--- src/rtl/input_port_pkg.sv ---
// input_port_pkg: shared defaults, rd_data field offsets and the
// debounce counter width helper for the input capture port.
package input_port_pkg;

  localparam int NUM_BTN_DEF  = 4;
  localparam int SW_W_DEF     = 16;
  localparam int DEBOUNCE_DEF = 1000000;

  // rd_data layout for the default sizing: {pad, event, level, switches}
  localparam int SW_LSB  = 0;
  localparam int LVL_LSB = SW_W_DEF;
  localparam int EVT_LSB = SW_W_DEF + NUM_BTN_DEF;

  // Smallest counter width that can hold DEBOUNCE_CYCLES-1.
  function automatic int cnt_w_for(input int cycles);
    return (cycles < 2) ? 1 : $clog2(cycles);
  endfunction

  localparam int CNT_W_DEF = cnt_w_for(DEBOUNCE_DEF);

endpackage

--- src/rtl/debounce_channel.sv ---
// debounce_channel: 2-flop synchronizer, stability counter and
// accepted-level flop for one input pin; rise_o marks a 0->1 accept.
module debounce_channel #(
  parameter int DEBOUNCE_CYCLES = 1000000,
  parameter int CNT_W           = 20
) (
  input  logic clk_i,
  input  logic rst_i,
  input  logic raw_i,
  output logic stable_o,
  output logic rise_o
);

  localparam logic [CNT_W-1:0] LAST = CNT_W'(DEBOUNCE_CYCLES - 1);

  logic             s1_q;
  logic             s2_q;
  logic             stable_q;
  logic             stable_d;
  logic [CNT_W-1:0] cnt_q;
  logic [CNT_W-1:0] cnt_d;

  // Count mismatching cycles; accept the new level on the last one.
  always_comb begin
    stable_d = stable_q;
    cnt_d    = '0;
    rise_o   = 1'b0;
    if (s2_q != stable_q) begin
      if (cnt_q == LAST) begin
        stable_d = s2_q;
        rise_o   = s2_q;
      end else begin
        cnt_d = cnt_q + 1'b1;
      end
    end
  end

  // Synchronizer chain, counter and accepted level.
  always_ff @(posedge clk_i or posedge rst_i) begin
    if (rst_i) begin
      s1_q     <= 1'b0;
      s2_q     <= 1'b0;
      stable_q <= 1'b0;
      cnt_q    <= '0;
    end else begin
      s1_q     <= raw_i;
      s2_q     <= s1_q;
      stable_q <= stable_d;
      cnt_q    <= cnt_d;
    end
  end

  assign stable_o = stable_q;

endmodule

--- src/rtl/input_capture_port.sv ---
// input_capture_port: pushbutton/switch capture with sticky press events.
// Build option: define SW_DEBOUNCE_EN to debounce the switches as well.
module input_capture_port
  import input_port_pkg::*;
#(
  parameter int NUM_BTN         = NUM_BTN_DEF,
  parameter int SW_W            = SW_W_DEF,
  parameter int DEBOUNCE_CYCLES = DEBOUNCE_DEF,
  parameter int CNT_W           = CNT_W_DEF
) (
  input  logic               clk_100mhz,
  input  logic               reset,
  input  logic [NUM_BTN-1:0] btn_raw,
  input  logic [SW_W-1:0]    sw_raw,
  input  logic               event_ack,
  output logic [NUM_BTN-1:0] btn_level,
  output logic [SW_W-1:0]    sw_value,
  output logic [NUM_BTN-1:0] btn_event,
  output logic               event_valid,
  output logic [31:0]        rd_data
);

  localparam int LVL_OFS = SW_LSB + SW_W;
  localparam int EVT_OFS = LVL_OFS + NUM_BTN;

  if (DEBOUNCE_CYCLES < 2) begin : g_bad_dc
    $error("DEBOUNCE_CYCLES must be at least 2");
  end
  if ((64'd1 << CNT_W) < 64'(DEBOUNCE_CYCLES)) begin : g_bad_cnt_w
    $error("CNT_W too narrow for DEBOUNCE_CYCLES");
  end
  if (EVT_OFS + NUM_BTN > 32) begin : g_bad_width
    $error("rd_data fields exceed 32 bits");
  end

  logic [NUM_BTN-1:0] btn_rise;
  logic [NUM_BTN-1:0] btn_event_q;
  logic [NUM_BTN-1:0] btn_event_d;

  for (genvar g = 0; g < NUM_BTN; g++) begin : g_btn
    debounce_channel #(
      .DEBOUNCE_CYCLES(DEBOUNCE_CYCLES),
      .CNT_W          (CNT_W)
    ) u_btn (
      .clk_i   (clk_100mhz),
      .rst_i   (reset),
      .raw_i   (btn_raw[g]),
      .stable_o(btn_level[g]),
      .rise_o  (btn_rise[g])
    );
  end

`ifdef SW_DEBOUNCE_EN
  for (genvar g = 0; g < SW_W; g++) begin : g_sw
    debounce_channel #(
      .DEBOUNCE_CYCLES(DEBOUNCE_CYCLES),
      .CNT_W          (CNT_W)
    ) u_sw (
      .clk_i   (clk_100mhz),
      .rst_i   (reset),
      .raw_i   (sw_raw[g]),
      .stable_o(sw_value[g]),
      .rise_o  ()
    );
  end
`else
  logic [SW_W-1:0] sw_s1_q;
  logic [SW_W-1:0] sw_s2_q;

  // Plain two-flop synchronizer for the switch bank.
  always_ff @(posedge clk_100mhz or posedge reset) begin
    if (reset) begin
      sw_s1_q <= '0;
      sw_s2_q <= '0;
    end else begin
      sw_s1_q <= sw_raw;
      sw_s2_q <= sw_s1_q;
    end
  end

  assign sw_value = sw_s2_q;
`endif

  // An ack clears every bit pending at that edge; a press
  // accepted on the same edge still lands.
  always_comb begin
    btn_event_d = btn_event_q | btn_rise;
    if (event_ack) begin
      btn_event_d = btn_rise;
    end
  end

  // Sticky press flags.
  always_ff @(posedge clk_100mhz or posedge reset) begin
    if (reset) begin
      btn_event_q <= '0;
    end else begin
      btn_event_q <= btn_event_d;
    end
  end

  assign btn_event   = btn_event_q;
  assign event_valid = |btn_event_q;

  // Status word assembled from flop outputs only.
  always_comb begin
    rd_data = '0;
    rd_data[SW_LSB +: SW_W]     = sw_value;
    rd_data[LVL_OFS +: NUM_BTN] = btn_level;
    rd_data[EVT_OFS +: NUM_BTN] = btn_event_q;
  end

endmodule

--- config.mk ---
export PLATFORM = sky130hd
export DESIGN_NAME = input_capture_port
export DESIGN_NICKNAME = d
export VERILOG_FILES = /design/src/rtl/input_port_pkg.sv /design/src/rtl/debounce_channel.sv /design/src/rtl/input_capture_port.sv
export SDC_FILE = /design/constraint.sdc
export NUM_CORES = 1
export LEC_CHECK = 0
export CELL_PAD_IN_SITES_DETAIL_PLACEMENT = 1
export CELL_PAD_IN_SITES_GLOBAL_PLACEMENT = 1
export CORE_ASPECT_RATIO = 0.6
export CORE_MARGIN = 3
export CORE_UTILIZATION = 44
export CTS_CLUSTER_DIAMETER = 150
export DETAILED_ROUTE_END_ITERATION = 12
export PLACE_DENSITY_LB_ADDON = 0.1
export SLEW_MARGIN = 20
export SYNTH_ARGS = -nofsm -noshare
export SYNTH_HDL_FRONTEND = slang
export SYNTH_HIERARCHICAL = 1
export SYNTH_SLANG_ARGS = --single-unit
--- constraint.sdc ---
create_clock -name clk_100mhz -period 2.32 [get_ports clk_100mhz]
set_input_delay 0.464 -clock clk_100mhz [delete_from_list [all_inputs] [get_ports clk_100mhz]]
set_output_delay 0.464 -clock clk_100mhz [all_outputs]
set_load 0.02 [all_outputs]
==> run metrics <==
Initial Util a little under half; non-filler cells, final approximately 750; Hold Path Class reg -> reg; row count 31; Clock Sinks approximately 130; DRC Markers 0; Worst-path clk slew 0.05 ns; DR vias/cell 5.43; synth warn 6; Max Cap Viol 0; Final nets ~600; Ports 80; asr flop ratio synth 100%; Finished Cell Area 7240 µm²; commonest non-fill, non-tap cell in the layout dfrtp_1; gr usage total between 10% and 20%; Worst-Skew Late Latency slightly above 0.4 ns; register bit count reported by yosys between 100 and 150; GRT met2 Usage between 30% and 40%; Detailed Route WL 13600 µm; Final ANT Viol Nets 0; endpoints failing setup 0; arrival time worst endpoint around 1.7 ns; share of cells above drive strength 1 between 10% and 20%; Syn Area/Cell 11.6 µm²; Detailed Place HPWL slightly above 9000 µm; Placed Instance Area ~6600 µm²; Hold WS 0.346 ns; startpoint types register; Core Area 12500 µm²; skew final about 0.010 ns; Synth cell types 34; pin count of the biggest net entering global routing 34; crit path time final roughly 2.2 ns; post-DR wirelength/cell about 18 µm; IO buf count a little over 70; M3 GR Usage 4.04%; antenna violations before repair 0; DIE HEIGHT between 90 and 100 µm; post-synthesis sequential area ratio 54.8%; Leakage roughly 3.1 nW; cell area after synthesis approximately 5800 µm²; dpl cells 722; leading area contributor after synthesis dfrtp_1; Post CTS Setup Buffer Count 0; Setup TNS 0 ns; Worst VDD drop between 0.5 and 0.6 mV; CTS tree yes; commonest non-fill, non-tap cells in the layout dfrtp_1 (128), clkdlybuf4s50_1 (70), nor2_1 (64), xor2_1 (28), xnor2_1 (28); RSZ-0062 raised after global routing false; DR vias between 4000 and 5000; Die Area approximately 15000 µm²; gpl congestion 0.771; Yosys top cell area share about 55%; initial drt markers around 160; fmax approximately 450 MHz; Most used DFF post-synth dfrtp_1; Final Slew Violations 0; Final Hold Fails 0; status complete, no violations; top area cells in the synthesized netlist dfrtp_1 (55%), buf_4 (4.6%), xnor2_1 (4.2%); CTS H-tree lvls 4; CTS root buffer clkbuf_16; Hold Startpoint sw_s1_q[15]; Critical Path Sink Type primary output; Critical Path RT ~1.9 ns; M1 GR Usage roughly 26%; RR Startpoint g_btn[2].u_btn/cnt_q[0]; Post-synth EDFFs 0; GRT overflow 0; crit path from btn_event[2]; Syn Inst Count between 500 and 600; drt pass-1 iters 6; CP Class reg -> out; Layout area overhead 23.9%; Num CTS Buffers 17; vias in the first global route around 4400; Die W 155 µm; fin crit share around 95%; CP max FO 4; pwr dens roughly 760 nW/µm²; clock tree buffer depth 2; total power 5.51 mW; first-pass GRT wire length approximately 23000 µm; GR peak layer met2; antenna cells 0
## cell type report
class / instances / area (µm²)
clock inverters: 14 / 215
flip-flops and latches: 128 / 3200
repair buffers: 82 / 792
inverters: 14 / 52.6
fillers: 1309 / 5280
multi-input cells: 333 / 2350
clock buffers: 18 / 429
well taps: 165 / 206
## routing by layer
metal,up-vias,routed length (µm)
met3,13,502
met1,2102,6370
met2,92,6580
met5,-,0
li1,1889,-
met4,0,155
## cells by family after synthesis
family          share of synthesized area, %
simple gates                            22.6
mux                                     1.71
other cells                           0.0642
xor+xnor                                8.39
buf+inv                                 5.52
flops                                   54.8
fa+ha+maj                              0.856
compound gates                          6.01
## path summary, 6_finish.rpt
kind                                            endpoint  slack [ns]  depth (start not counted)
worst min register to register              sw_value[15]        0.35                          0
max in group asynchronous                    sw_value[6]        1.29                          3
worst min-delay path                        sw_value[15]        0.35                          0
worst max-delay path                         event_valid        0.12                          2
worst max register to register  g_btn[2].u_btn/cnt_q[18]        0.30                          5
min in group asynchronous                   btn_event[3]        0.38                          2
## flip-flops by register name, summed over array words and instances, names as in the netlist
name                  count
sw_s1_q                  16
g_btn.u_btn/s2_q          4
sw_value                 16
btn_event                 4
g_btn.u_btn/cnt_q        80
g_btn.u_btn/s1_q          4
g_btn.u_btn/stable_o      4
## cell usage after synthesis, types with 8 or more instances
library cell and instances:
nand3_1 20, nand3_2 8, xnor2_1 28, nor3_1 8, and3_1 12, o31ai_1 12
nor2_1 64, nor4_2 8, nand2_1 24, or4_1 13, nand4_1 8, nand4_2 8
buf_4 36, dfrtp_1 128, and4_1 8, inv_1 14, xor2_1 28, a21oi_1 20
## metrics by stage
stage          setup slack [ns]  utilization (%)
2_1_floorplan             0.536                -
3_3_place_gp              0.329             52.7
3_5_place_dp              0.312             52.7
4_1_cts                  0.0894             57.8
5_1_grt                  0.0714             57.8
6_report                  0.121             57.8
## report_power, final
part	internal (mW)	switching, mW
logic	0.118	0.153
registers	2.29	0.0357
clock network	1.91	1.01
## critical path, stage by stage (launching register included)
cell,delay [ns]
dfrtp_1,0.40
or4_1,0.58
dlygate4sd2_1,0.35
## repair_timing
item	CTS	global route
resized for setup	1	0
hold buffers	0	0
endpoints found under the setup margin	1	0
No activity file was read; power rests on OpenSTA's default activity.
